### src/rtl/fifo_unpacker.sv
// fifo_unpacker: pops 64-bit words from an upstream FIFO and sends each one
// downstream as four 16-bit lanes, lane 0 (bits 15:0) first. While a word is
// held, the next one is popped in the same cycle its last lane is accepted,
// so words follow each other with no idle cycle between them.
module fifo_unpacker (
    input  logic        clk,
    input  logic        rst,
    input  logic        fifo_empty,
    input  logic [63:0] data_in,
    output logic        pop_fifo,
    input  logic        flush,
    output logic [15:0] data_out,
    output logic        out_valid,
    input  logic        out_ready,
    output logic        out_last,
    output logic [1:0]  beat
);

    typedef enum logic {
        ST_EMPTY = 1'b0,  // no word held
        ST_SEND  = 1'b1   // word held in r_word, lane r_cnt on the output
    } state_t;

    state_t      r_state;
    state_t      w_state_nxt;
    logic [1:0]  r_cnt;
    logic [1:0]  w_cnt_nxt;
    logic [63:0] r_word;
    logic [63:0] w_word_nxt;
    logic        w_accept;
    logic        w_pop;

    assign out_valid = (r_state == ST_SEND);
    assign w_accept  = out_valid & out_ready;
    assign beat      = r_cnt;
    assign out_last  = out_valid & (r_cnt == 2'd3);
    // Lane select: {r_cnt, 4'b0} is r_cnt*16, widened so the offset cannot overflow.
    assign data_out  = r_word[{r_cnt, 4'b0000} +: 16];
    // No pop may reach the FIFO controller while reset is held.
    assign pop_fifo  = w_pop & ~rst;

    // Next-state, next lane counter, next held word and the pop request.
    always_comb begin
        // NOTE: every signal driven here gets a default first, so no path
        // through the branches below can leave it unassigned and infer a latch.
        w_state_nxt = r_state;
        w_cnt_nxt   = r_cnt;
        w_word_nxt  = r_word;
        w_pop       = 1'b0;

        if (flush) begin
            // Discard the held word. A lane accepted this same cycle has
            // still been delivered, so nothing has to be replayed.
            w_state_nxt = ST_EMPTY;
            w_cnt_nxt   = 2'd0;
        end else begin
            unique case (r_state)
                ST_EMPTY: begin
                    if (!fifo_empty) begin
                        w_pop       = 1'b1;
                        w_word_nxt  = data_in;
                        w_cnt_nxt   = 2'd0;
                        w_state_nxt = ST_SEND;
                    end
                end
                ST_SEND: begin
                    if (w_accept) begin
                        if (r_cnt != 2'd3) begin
                            w_cnt_nxt = r_cnt + 2'd1;
                        end else if (!fifo_empty) begin
                            // Last lane leaves while the next word is
                            // loaded, so there is no bubble between words.
                            w_pop      = 1'b1;
                            w_word_nxt = data_in;
                            w_cnt_nxt  = 2'd0;
                        end else begin
                            w_cnt_nxt   = 2'd0;
                            w_state_nxt = ST_EMPTY;
                        end
                    end
                end
                default: begin
                    w_state_nxt = ST_EMPTY;
                    w_cnt_nxt   = 2'd0;
                end
            endcase
        end
    end

    // State, lane counter and held word registers.
    always_ff @(posedge clk or posedge rst) begin
        if (rst) begin
            // The held word is cleared as well, so data_out reads zero during
            // reset instead of showing a stale lane.
            r_state <= ST_EMPTY;
            r_cnt   <= 2'd0;
            r_word  <= 64'd0;
        end else begin
            // NOTE: non-blocking assignments, so every register updates from
            // the values sampled before this edge regardless of statement order.
            r_state <= w_state_nxt;
            r_cnt   <= w_cnt_nxt;
            r_word  <= w_word_nxt;
        end
    end

endmodule

### config.mk
export PLATFORM = sky130hd
export DESIGN_NAME = fifo_unpacker
export DESIGN_NICKNAME = d
export VERILOG_FILES = /design/src/rtl/fifo_unpacker.sv
export SDC_FILE = /design/constraint.sdc
export NUM_CORES = 1
export LEC_CHECK = 0
export CAP_MARGIN = 10
export CORE_MARGIN = 2
export CORE_UTILIZATION = 60
export CTS_CLUSTER_SIZE = 12
export DETAILED_ROUTE_END_ITERATION = 10
export DONT_BUFFER_PORTS = 1
export PLACE_DENSITY_LB_ADDON = 0.05
export SETUP_SLACK_MARGIN = 0.05
export SYNTH_ARGS = -nofsm -noshare
export SYNTH_HDL_FRONTEND = slang
export SYNTH_SLANG_ARGS = --single-unit
### constraint.sdc
create_clock -name clk -period 3.6 [get_ports clk]
set_input_delay 0.72 -clock clk [delete_from_list [all_inputs] [get_ports clk]]
set_output_delay 0.72 -clock clk [all_outputs]
set_load 0.1 [all_outputs]
==> Flow_metrics.wiki, run 1 <==
{| class="wikitable"
! Metric !! Value
|-
| Final Wtd Congestion || 0.778
|-
| DRC violation count after routing || 0
|-
| Net count of the finished layout || 253
|-
| Share of the synthesized netlist area taken by xor and xnor gates || 0
|-
| Smallest setup slack after layout || 889 ps
|-
| Synth-to-layout area growth || 8.98%
|-
| Number of vias in the routed layout || 1,525
|-
| Outcome || completed
|-
| Total GRT Usage || 0.204
|-
| Wire length of the first global-routing pass || 8000 um
|-
| Number of cell rows || 25
|-
| Top-level I/O count || 90
|-
| Die X-Extent || 74.3 um
|-
| Routed Wire Length || 5300 um
|-
| Compound-cell area share of the yosys netlist || 0.0131
|-
| Part of the power in combinational logic || 0.268
|-
| Number of nets still failing antenna checks after routing || 0
|-
| Cell internal power dissipation || 1.42 mW
|-
| Clk pin slew, worst setup/hold paths || 60 ps
|-
| Number of max-cap violations || 0
|-
| Proportion of synthesized area in mux cells || 0.364
|-
| CTS Hold Bufs || 0
|-
| Clock insertion delay at the later pin of the skew report || 330 ps
|-
| M1 GR Usage || 0.233
|-
| Psw || 0.726 mW
|-
| Switch share || 0.338
|-
| Fraction of layout instances using a drive strength above 1 || 0.572
|-
| Cell total after placement || 239
|-
| Total count of max-transition violations in the final report || 0
|-
| Detailed-route wire length per cell || 20.9 um
|-
| Core Area || 4750 um2
|-
| Most Used Layer, Global Route || met2
|-
| Power per Cell Area || 665 nW/um2
|-
| Area share of fa/ha/maj cells after synthesis || 0.00422
|-
| Number of standard cells after synthesis || 174
|-
| Post-layout instance count excluding filler cells || 254
|-
| Main combinational cell family by area after synthesis || multiplexers
|-
| CTS H-tree depth || 3
|-
| Class of the worst hold path || in -> reg
|-
| # setup viols final || 0
|-
| Pin count of the biggest net entering global routing || 45
|-
| Kind of end point of the critical path || output port
|-
| Worst clock skew || 5.47 ps
|-
| Number of DRC markers after the initial detailed-route iteration || 66
|-
| Area of the die || 5520 um2
|-
| Post-synthesis share of cell area spent on and, or, nand and nor gates || 0.0219
|-
| Half-perimeter wire length after placement || 3730 um
|-
| Launching element type of the critical path || register
|-
| Largest voltage drop on the vdd net || 0.000362 V
|-
| Buffer type at the clock tree root || sky130_fd_sc_hd__clkbuf_8
|-
| Cell count of the worst reg-to-reg path || 5
|-
| F_max || 0.369 GHz
|-
| Critical path data required time || 2880 ps
|-
| Clock network fraction of design power || 0.281
|-
| Endpoint arrival time on the critical path || 1990 ps
|-
| Count of distinct cell types in the synthesized netlist || 18
|-
| Syn Area/Cell || 17.0 um2
|-
| Clock tree from TritonCTS || built
|-
| PortBufs || 0
|-
| CTS buffer count || 9
|-
| Pleak || 1.30 nW
|-
| CTS sink count || 67
|-
| Number of synthesis warnings || 0
|-
| Met3 track demand over resource in global routing || 0.100
|-
| Transition time at the pin with the least slew margin || 911 ps
|-
| Initial antenna violation count || 0
|-
| Setup repair after global routing missed its margin || no
|-
| Final hold violation count || 0
|-
| Detail-routed via count per cell || 6.00
|-
| Post-synthesis sequential area ratio || 0.565
|-
| Cell depth of the worst min-delay path || 1
|-
| Period utilization || 0.753
|-
| Remaining global-route overflow || 0
|-
| Area of the mapped netlist || 2970 um2
|-
| FF+latch count, synth || 67
|-
| Clk buf depth || 2
|-
| Final critical path time including I/O delays and setup || 2710 ps
|-
| Met2 demand-to-capacity share in global routing || 0.333
|-
| Post-Place Setup Slack || 1190 ps
|-
| Leading cell types in the layout, fill and taps excluded || 65 x sky130_fd_sc_hd__dfrtp_1, 64 x sky130_fd_sc_hd__mux2_2, 16 x sky130_fd_sc_hd__mux4_2
|-
| PostCTS Resize Cnt || 0
|-
| Fraction of power consumed by sequential logic || 0.451
|-
| Fin Setup TNS || 0 ps
|-
| Max-slew headroom || 0.392
|-
| Highest fanout seen on the critical path || 19
|-
| Post-CTS setup buffers || 0
|-
| Overall Power || 2.15 mW
|-
| Number of optimization iterations in the first detailed-route pass || 4
|-
| Number of nets produced by synthesis || 244
|-
| Leading cell type in the layout, fill and taps excluded || sky130_fd_sc_hd__dfrtp_1
|-
| Number of inserted diodes || 0
|-
| Critical path class || reg -> out
|-
| Vias in the first global route || 1,675
|-
| Die extent in y || 74.3 um
|-
| Initial Util || 0.624
|}
-- registers in the layout, summed over array words and instances (netlist names) --
register and count:
beat 2, out_valid 1, r_word 64
-- routing by layer --
layer  share of wire  up-vias
met5               0        -
met4          0.0072        0
met3           0.091        4
met2            0.52       70
met1            0.38      782
li1                -      669
-- per-stage QoR --
stage,util,hold slack (ps),cell area (um2)
after floorplan,-,475,2980
after global placement,0.639,484,3040
after detailed placement,0.639,490,3040
after CTS,0.680,435,3230
after global routing,0.680,429,3230
final,0.680,450,3230
-- area by class of cell --
cell class                 instances  area [um2]
clock buffer                      13         159
clock inverter                     2        35.0
fill                             343        1520
inverter                           1        3.75
multi-input combinational         96        1210
sequential                        67        1680
tap                               67        83.8
timing repair buffer               8        60.1
-- power groups by stage --
| stage | clock [mW] | sequential [mW] | combinational [mW] |
|---|---|---|---|
| after global routing | 0.647 | 0.986 | 0.599 |
| after floorplan | 0 | 0.960 | 0.547 |
| after CTS | 0.617 | 0.970 | 0.583 |
| after detailed placement | 0 | 0.984 | 0.583 |
| final | 0.605 | 0.969 | 0.577 |
| after global placement | 0 | 0.975 | 0.567 |
-- cells by family after synthesis --
logic type	count (synthesis)
compound gates	5
simple gates	10
buf+inv	11
mux	80
fa+ha+maj	1
flops	67
-- final timing paths --
path	start	to	slack, ps
min in group asynchronous	rst	r_word[62]	470
worst max register to register	beat[0]	r_word[40]	1340
max in group asynchronous	rst	beat[0]	2250
worst min-delay path	flush	beat[1]	450
worst min register to register	r_word[44]	r_word[44]	500
worst max-delay path	beat[0]	pop_fifo	890
-- cells in the mapped netlist, drive strengths merged --
cell | instances | area (um2)
and2 | 1 | 6.26
a21boi | 1 | 18.8
nor4 | 1 | 6.26
nor2b | 3 | 18.8
o21ai | 2 | 10.0
nor3 | 1 | 16.3
ha | 1 | 12.5
dfrtp | 67 | 1680
buf | 9 | 85.1
mux4 | 16 | 360
nand3 | 2 | 10.0
mux2 | 64 | 721
inv | 1 | 3.75
clkbuf | 1 | 3.75
a21oi | 2 | 10.0
nor2 | 2 | 7.51
-- worst max-delay path, cell delays in order (launching register included) --
cell and delay (ps):
sky130_fd_sc_hd__dfrtp_2 780, sky130_fd_sc_hd__ha_1 340, sky130_fd_sc_hd__a21boi_4 100, sky130_fd_sc_hd__nor4_4 120, sky130_fd_sc_hd__buf_4 320
Power figures use the tool's default switching activity.
==> inputs of run 2 (changes only) <==
--- a/config.mk
+++ b/config.mk
@@ -7,7 +7,7 @@
 export LEC_CHECK = 0
 export CAP_MARGIN = 10
 export CORE_MARGIN = 2
-export CORE_UTILIZATION = 60
+export CORE_UTILIZATION = 56
 export CTS_CLUSTER_SIZE = 12
 export DETAILED_ROUTE_END_ITERATION = 10
 export DONT_BUFFER_PORTS = 1
==> constraint.sdc (replaced) <==
create_clock -name clk -period 2.3 [get_ports clk]
set_input_delay 0.46 -clock clk [delete_from_list [all_inputs] [get_ports clk]]
set_output_delay 0.46 -clock clk [all_outputs]
set_load 0.1 [all_outputs]
==> Flow_metrics.wiki, run 2 (synthesis results as in run 1) <==
{| class="wikitable"
! Metric !! Value
|-
| Die extent in y || 76.8 um (was 74.3 um)
|-
| F_max || 0.465 GHz
|-
| Class of the worst hold path || in -> async (was in -> reg)
|-
| Number of flip-flops under the largest register name || 64 (unchanged)
|-
| Setup slack of the most critical reg-to-reg path || 420 ps (was 1340 ps)
|-
| CTS H-tree depth || 3 (unchanged)
|-
| Half-perimeter wire length after placement || 4090 um (was 3730 um)
|-
| CTS sink count || 67 (unchanged)
|-
| Net count of the finished layout || 272 (was 253)
|-
| Highest fanout seen on the critical path || 14 (was 19)
|-
| Transition time at the pin with the least slew margin || 344 ps (was 911 ps)
|-
| Final instance area || 3650 um2 (was 3230 um2)
|-
| Origin of the critical flop-to-flop path || beat[1] (was beat[0])
|-
| Critical path class || reg -> out (unchanged)
|-
| Placed Area || 3450 um2 (was 3040 um2)
|-
| Area of the die || 5900 um2 (was 5520 um2)
|-
| Endpoint arrival time on the critical path || 1690 ps (was 1990 ps)
|-
| Final Wtd Congestion || 0.779 (was 0.778)
|-
| Launching element type of the critical path || register (unchanged)
|-
| Die X-Extent || 76.8 um (was 74.3 um)
|-
| Number of vias in the routed layout || 1,609 (was 1,525)
|-
| Number of nets still failing antenna checks after routing || 0 (unchanged)
|-
| Setup repair after global routing missed its margin || no (unchanged)
|-
| Clock tree from TritonCTS || built (unchanged)
|-
| PortBufs || 0 (unchanged)
|-
| Initial antenna violation count || 0 (unchanged)
|-
| Vias in the first global route || 1,851 (was 1,675)
|-
| Buffer type at the clock tree root || sky130_fd_sc_hd__clkbuf_8 (unchanged)
|-
| Top register by number of flip-flops || r_word (unchanged)
|-
| DRC violation count after routing || 0 (unchanged)
|-
| # setup viols final || 0 (unchanged)
|-
| Largest voltage drop on the vdd net || 0.000648 V (was 0.000362 V)
|-
| Pin count of the biggest net entering global routing || 68 (was 45)
|-
| Reg-to-Reg End || r_word[29] (was r_word[40])
|-
| Pleak || 1.47 nW (was 1.30 nW)
|-
| Hold Slack || 62.5 ps (was 450 ps)
|-
| Number of cell rows || 26 (was 25)
|-
| Post-Place Setup Slack || 396 ps (was 1190 ps)
|-
| Final hold violation count || 0 (unchanged)
|-
| Power per Cell Area || 1010 nW/um2 (was 665 nW/um2)
|-
| Startpoint of the worst setup timing path || beat[0] (unchanged)
|-
| Clock insertion delay at the later pin of the skew report || 340 ps (was 330 ps)
|-
| Fraction of layout instances using a drive strength above 1 || 0.633 (was 0.572)
|-
| Max-slew headroom || 0.771 (was 0.392)
|-
| Cell total after placement || 260 (was 239)
|-
| Kind of end point of the critical path || output port (unchanged)
|-
| Cell count of the worst reg-to-reg path || 5 (unchanged)
|-
| Worst clock skew || 7.62 ps (was 5.47 ps)
|-
| Synth-to-layout area growth || 23.2% (was 8.98%)
|-
| Detailed-route wire length per cell || 20.3 um (was 20.9 um)
|-
| Smallest setup slack after layout || 151 ps (was 889 ps)
|-
| Number of optimization iterations in the first detailed-route pass || 4 (unchanged)
|-
| Top-level I/O count || 90 (unchanged)
|-
| Detail-routed via count per cell || 5.81 (was 6.00)
|-
| Wire length of the first global-routing pass || 9510 um (was 8000 um)
|-
| Clk buf depth || 2 (unchanged)
|-
| Total count of max-transition violations in the final report || 0 (unchanged)
|-
| Number of inserted diodes || 0 (unchanged)
|-
| Number of DRC markers after the initial detailed-route iteration || 54 (was 66)
|-
| CTS buffer count || 9 (unchanged)
|-
| Core Area || 5110 um2 (was 4750 um2)
|-
| Critical path data required time || 1840 ps (was 2880 ps)
|-
| Remaining global-route overflow || 0 (unchanged)
|-
| Post-layout instance count excluding filler cells || 277 (was 254)
|-
| Outcome || completed (unchanged)
|-
| Number of max-cap violations || 0 (unchanged)
|-
| Leading cell types in the layout, fill and taps excluded || 64 x sky130_fd_sc_hd__mux2_2, 64 x sky130_fd_sc_hd__dfrtp_1, 21 x sky130_fd_sc_hd__buf_12 (was 65 x sky130_fd_sc_hd__dfrtp_1, 64 x sky130_fd_sc_hd__mux2_2, 16 x sky130_fd_sc_hd__mux4_2)
|-
| Clk pin slew, worst setup/hold paths || 80 ps (was 60 ps)
|-
| Period utilization || 0.934
|-
| Initial Util || 0.581 (was 0.624)
|-
| Total GRT Usage || 0.217 (was 0.204)
|-
| Routed Wire Length || 5630 um (was 5300 um)
|-
| Final critical path time including I/O delays and setup || 2150 ps
|}
[run 2: power by group]
group | total [mW] | internal, mW | switching, mW
sequential | 1.51 | 1.40 | 0.117
combinational | 1.21 | 0.523 | 0.684
clock | 0.954 | 0.496 | 0.458
[run 2: critical path, stage by stage (launching register included)]
cell and delay (ps):
sky130_fd_sc_hd__dfrtp_2 420, sky130_fd_sc_hd__buf_12 190, sky130_fd_sc_hd__mux4_2 550, sky130_fd_sc_hd__buf_12 190
[run 2: final cells by class]
class / count / area (um2)
multi-input combinational: 96 / 1220
tap: 70 / 87.6
inverter: 1 / 3.75
clock inverter: 7 / 68.8
fill: 350 / 1450
timing repair buffer: 27 / 465
sequential: 67 / 1680
clock buffer: 9 / 124
[run 2: stage by stage]
stage | setup TNS, ps | utilization | total power, mW
6_report | 0 | 0.716 | 3.67
3_5_place_dp | 0 | 0.676 | 2.76
4_1_cts | 0 | 0.714 | 3.70
3_3_place_gp | 0 | 0.676 | 2.71
2_1_floorplan | -1410 | - | 2.36
5_1_grt | 0 | 0.716 | 3.83
[run 2: timing repair]
item,CTS,global route
buffers inserted,0,1
setup endpoints to repair,0,14
resized for setup,0,0
hold buffers,0,0
hold endpoints to repair,0,0
[run 2: worst max-delay path by stage]
| stage | endpoint | slack, ps | cells past startpoint |
|---|---|---|---|
| 6_report | data_out[12] | 150 | 3 |
| 3_5_place_dp | r_word[29] | 400 | 5 |
| 4_1_cts | data_out[3] | 60 | 3 |
| 2_1_floorplan | pop_fifo | -200 | 3 |
| 5_1_grt | pop_fifo | 80 | 4 |
| 3_3_place_gp | data_out[2] | 460 | 3 |
[run 2: metal layers]
| metal | track usage | vias to the layer above | wire, um | share of wire |
|---|---|---|---|---|
| met2 | 0.370 | 63 | 3010 | 0.54 |
| met4 | 0.0982 | 0 | 109 | 0.019 |
| met5 | 0 | - | 0 | 0 |
| met1 | 0.247 | 831 | 2110 | 0.37 |
| li1 | - | 704 | - | - |
| met3 | 0.0741 | 11 | 395 | 0.070 |
==> inputs of run 3 (changes only) <==
--- a/config.mk
+++ b/config.mk
@@ -5,14 +5,16 @@
 export SDC_FILE = /design/constraint.sdc
 export NUM_CORES = 1
 export LEC_CHECK = 0
+export ABC_AREA = 1
 export CAP_MARGIN = 10
 export CORE_MARGIN = 2
-export CORE_UTILIZATION = 56
+export CORE_UTILIZATION = 57
 export CTS_CLUSTER_SIZE = 12
 export DETAILED_ROUTE_END_ITERATION = 10
 export DONT_BUFFER_PORTS = 1
 export PLACE_DENSITY_LB_ADDON = 0.05
 export SETUP_SLACK_MARGIN = 0.05
+export SKIP_CTS_REPAIR_TIMING = 1
 export SYNTH_ARGS = -nofsm -noshare
 export SYNTH_HDL_FRONTEND = slang
 export SYNTH_SLANG_ARGS = --single-unit
==> Flow_metrics.wiki, run 3 <==
{| class="wikitable"
! Metric !! Value
|-
| Wire length of the first global-routing pass || 13,700 um (was 9510 um)
|-
| Area of the mapped netlist || 3440 um2 (was 2970 um2)
|-
| Highest fanout seen on the critical path || 65 (was 14)
|-
| Syn Area/Cell || 7.76 um2 (was 17.0 um2)
|-
| Synth-to-layout area growth || 19.3% (was 23.2%)
|-
| Worst path cell trace || clkinv_1 -> buf_12 -> nand2_1 -> o211ai_1 -> nand2_2 -> buf_12 (was buf_12 -> mux4_2 -> buf_12)
|-
| Die extent in y || 81.7 um (was 76.8 um)
|-
| Initial antenna violation count || 0 (unchanged)
|-
| Total GRT Usage || 0.279 (was 0.217)
|-
| Number of cell rows || 28 (was 26)
|-
| Switch share || 0.424 (was 0.343)
|-
| Biggest area consumer among synthesized cells || sky130_fd_sc_hd__dfrtp_1 (unchanged)
|-
| Peak per-stage delay on the critical path || 430 ps (was 550 ps)
|-
| Routed Wire Length || 8710 um (was 5630 um)
|-
| Critical path buffer and inverter count || 3 (was 2)
|-
| Top-level I/O count || 90 (unchanged)
|-
| Transition time at the pin with the least slew margin || 668 ps (was 344 ps)
|-
| Number of nets still failing antenna checks after routing || 0 (unchanged)
|-
| Clock network fraction of design power || 0.218 (was 0.260)
|-
| Worst clock skew || 9.52 ps (was 7.62 ps)
|-
| Number of vias in the routed layout || 3,047 (was 1,609)
|-
| Critical path data required time || 1840 ps (about the same)
|-
| Largest voltage drop on the vdd net || 0.000720 V (was 0.000648 V)
|-
| Top register by number of flip-flops || r_word (unchanged)
|-
| Kind of end point of the critical path || output port (unchanged)
|-
| Max-slew headroom || 0.555 (was 0.771)
|-
| Number of max-cap violations || 0 (unchanged)
|-
| Proportion of register bits with asynchronous set or reset after synthesis || 1.00 (unchanged)
|-
| Core Area || 5890 um2 (was 5110 um2)
|-
| Clock insertion delay at the later pin of the skew report || 350 ps (was 340 ps)
|-
| Most frequent CP cell || sky130_fd_sc_hd__buf_12 (unchanged)
|-
| Initial Util || 0.584 (was 0.581)
|-
| Critical path class || reg -> out (unchanged)
|-
| Utilization of the core after routing || 0.697 (was 0.716)
|-
| Number of nets produced by synthesis || 513 (was 244)
|-
| Smallest setup slack after layout || 119 ps (was 151 ps)
|-
| Pin count of the biggest net entering global routing || 68 (unchanged)
|-
| Final Wtd Congestion || 0.865 (was 0.779)
|-
| Number of standard cells after synthesis || 443 (was 174)
|-
| Fin Setup TNS || 0 ps (unchanged)
|-
| Launching element type of the critical path || register (unchanged)
|-
| Clock tree from TritonCTS || built (unchanged)
|-
| Largest cells by area after synthesis || sky130_fd_sc_hd__dfrtp_1 49%, sky130_fd_sc_hd__nand2_1 21%, sky130_fd_sc_hd__nand4_1 12% (was sky130_fd_sc_hd__dfrtp_1 57%, sky130_fd_sc_hd__mux2_2 24%, sky130_fd_sc_hd__mux4_2 12%)
|-
| CTS buffer count || 9 (unchanged)
|-
| Number of inserted diodes || 0 (unchanged)
|-
| Period utilization || 0.948 (was 0.934)
|-
| Clk pin slew, worst setup/hold paths || 80 ps (about the same)
|-
| Leading cell type by number of instances after synthesis || sky130_fd_sc_hd__nand2_1 (was sky130_fd_sc_hd__dfrtp_1)
|-
| Synth Flop Type || sky130_fd_sc_hd__dfrtp_1 (unchanged)
|-
| Final critical path time including I/O delays and setup || 2180 ps (was 2150 ps)
|-
| Detailed-route wire length per cell || 16.5 um (was 20.3 um)
|-
| Count of distinct cell types in the synthesized netlist || 13 (was 18)
|-
| Number of synthesis warnings || 0 (unchanged)
|-
| # setup viols final || 0 (unchanged)
|-
| Final hold violation count || 0 (unchanged)
|-
| Power per Cell Area || 1110 nW/um2 (was 1010 nW/um2)
|-
| Die X-Extent || 81.7 um (was 76.8 um)
|-
| Net count of the finished layout || 517 (was 272)
|-
| PortBufs || 0 (unchanged)
|-
| Post-synth EDFFs || 0 (unchanged)
|-
| Hold Slack || 51.8 ps (was 62.5 ps)
|-
| Setup repair after global routing missed its margin || no (unchanged)
|-
| Crit path max-delay family || buffers and inverters (was multiplexers)
|-
| Number of flip-flops under the largest register name || 64 (unchanged)
|-
| Number of optimization iterations in the first detailed-route pass || 5 (was 4)
|-
| Fraction of power consumed by sequential logic || 0.358 (was 0.412)
|-
| Class of the worst hold path || in -> async (unchanged)
|-
| CTS sink count || 67 (unchanged)
|-
| Buffer type at the clock tree root || sky130_fd_sc_hd__clkbuf_8 (unchanged)
|-
| Remaining global-route overflow || 0 (unchanged)
|-
| Leading cell type in the layout, fill and taps excluded || sky130_fd_sc_hd__nand2_1
|-
| Total count of max-transition violations in the final report || 0 (unchanged)
|-
| Part of the power in combinational logic || 0.424 (was 0.328)
|-
| Post-synthesis sequential area ratio || 0.488 (was 0.565)
|-
| Yosys top cell area share || 0.488 (was 0.565)
|-
| Clk buf depth || 2 (unchanged)
|-
| Cell internal power dissipation || 2.63 mW (was 2.42 mW)
|-
| Outcome || completed (unchanged)
|-
| CTS H-tree depth || 3 (unchanged)
|-
| Half-perimeter wire length after placement || 5690 um (was 4090 um)
|-
| DRC violation count after routing || 0 (unchanged)
|-
| Leading post-synthesis cells by instance count || 191 x sky130_fd_sc_hd__nand2_1, 67 x sky130_fd_sc_hd__dfrtp_1, 64 x sky130_fd_sc_hd__nand4_1 (was 67 x sky130_fd_sc_hd__dfrtp_1, 64 x sky130_fd_sc_hd__mux2_2, 16 x sky130_fd_sc_hd__mux4_2)
|-
| Fraction of layout instances using a drive strength above 1 || 0.157 (was 0.633)
|-
| Detail-routed via count per cell || 5.78 (was 5.81)
|-
| Number of DRC markers after the initial detailed-route iteration || 264 (was 54)
|-
| Pleak || 2.17 nW (was 1.47 nW)
|-
| Leading cell types in the layout, fill and taps excluded || 173 x sky130_fd_sc_hd__nand2_1, 65 x sky130_fd_sc_hd__dfrtp_1, 64 x sky130_fd_sc_hd__nand4_1 (was 64 x sky130_fd_sc_hd__mux2_2, 64 x sky130_fd_sc_hd__dfrtp_1, 21 x sky130_fd_sc_hd__buf_12)
|-
| Area of the die || 6670 um2 (was 5900 um2)
|-
| Endpoint arrival time on the critical path || 1720 ps (was 1690 ps)
|-
| Psw || 1.94 mW (was 1.26 mW)
|-
| F_max || 0.458 GHz (was 0.465 GHz)
|-
| Critical-path top delay cell || sky130_fd_sc_hd__dfrtp_2 (was sky130_fd_sc_hd__mux4_2)
|-
| Post-Place Setup Slack || 424 ps (was 396 ps)
|-
| Vias in the first global route || 2,735 (was 1,851)
|-
| FF+latch count, synth || 67 (unchanged)
|}
## run 3: cell count changes after synthesis, sizes merged, moves of 2 or more
cell	change
nand2	+191
mux2	-64
nand4	+64
inv	+40
o211ai	+32
buf	+23
mux4	-16
clkbuf	+5
nor2b	-3
a21oi	-2
nand3	+2
nor2	+2
## run 3: area by class of cell
cell class	instances	area [um2]
fillers	482	1790
repair buffers	31	483
flip-flops and latches	67	1680
inverters	41	158
clock buffers	11	141
multi-input cells	297	1480
clock inverters	5	62.6
well taps	75	93.8
## run 3: layer usage
metal,part of all wire,up-vias,global-route usage
met3,0.066,11,0.0747
met4,0.017,0,0.0817
met1,0.43,1456,0.382
li1,-,1482,-
met2,0.49,98,0.439
met5,0,-,0
## run 3: worst reg2reg max path, delay by kind of cell, from the launching register on
family                     cells  cell delay, ps
and+or+nand+nor                3             520
adders and majority gates      1             210
buffers and inverters          2             580
DFF                            1             490
## run 3: worst paths after layout
path | start | to | slack, ps | depth (start not counted)
worst max-delay path | beat[0] | data_out[11] | 120 | 6
worst min-delay path | rst | r_word[2] | 50 | 2
worst max register to register | beat[1] | r_word[6] | 420 | 6
worst min register to register | r_word[40] | r_word[40] | 480 | 2
max in group asynchronous | rst | beat[1] | 1940 | 2
min in group clk | fifo_empty | out_valid | 210 | 1
## run 3: power groups by stage
stage	Sequential, mW	Combinational [mW]	Clock [mW]
5_1_grt	1.66	2.07	1.07
2_1_floorplan	1.63	1.33	0
3_5_place_dp	1.64	1.93	0
6_report	1.63	1.94	0.995
4_1_cts	1.63	1.95	1.02
3_3_place_gp	1.64	1.91	0
## run 3: cell families after synthesis
family                   share of synthesized area
AO/OA/AOI/OAI                               0.0713
AND/OR/NAND/NOR                              0.335
flip-flops                                   0.488
buffers and inverters                        0.102
adder cells (fa/ha/maj)                    0.00364
## run 3: through the flow
stage / area [um2] / instances / total power, mW
after floorplan: 3490 / 443 / 2.96
after global placement: 3870 / 509 / 3.55
after detailed placement: 3870 / 509 / 3.58
after CTS: 4070 / 525 / 4.59
after global routing: 4100 / 527 / 4.80
final: 4100 / 527 / 4.57
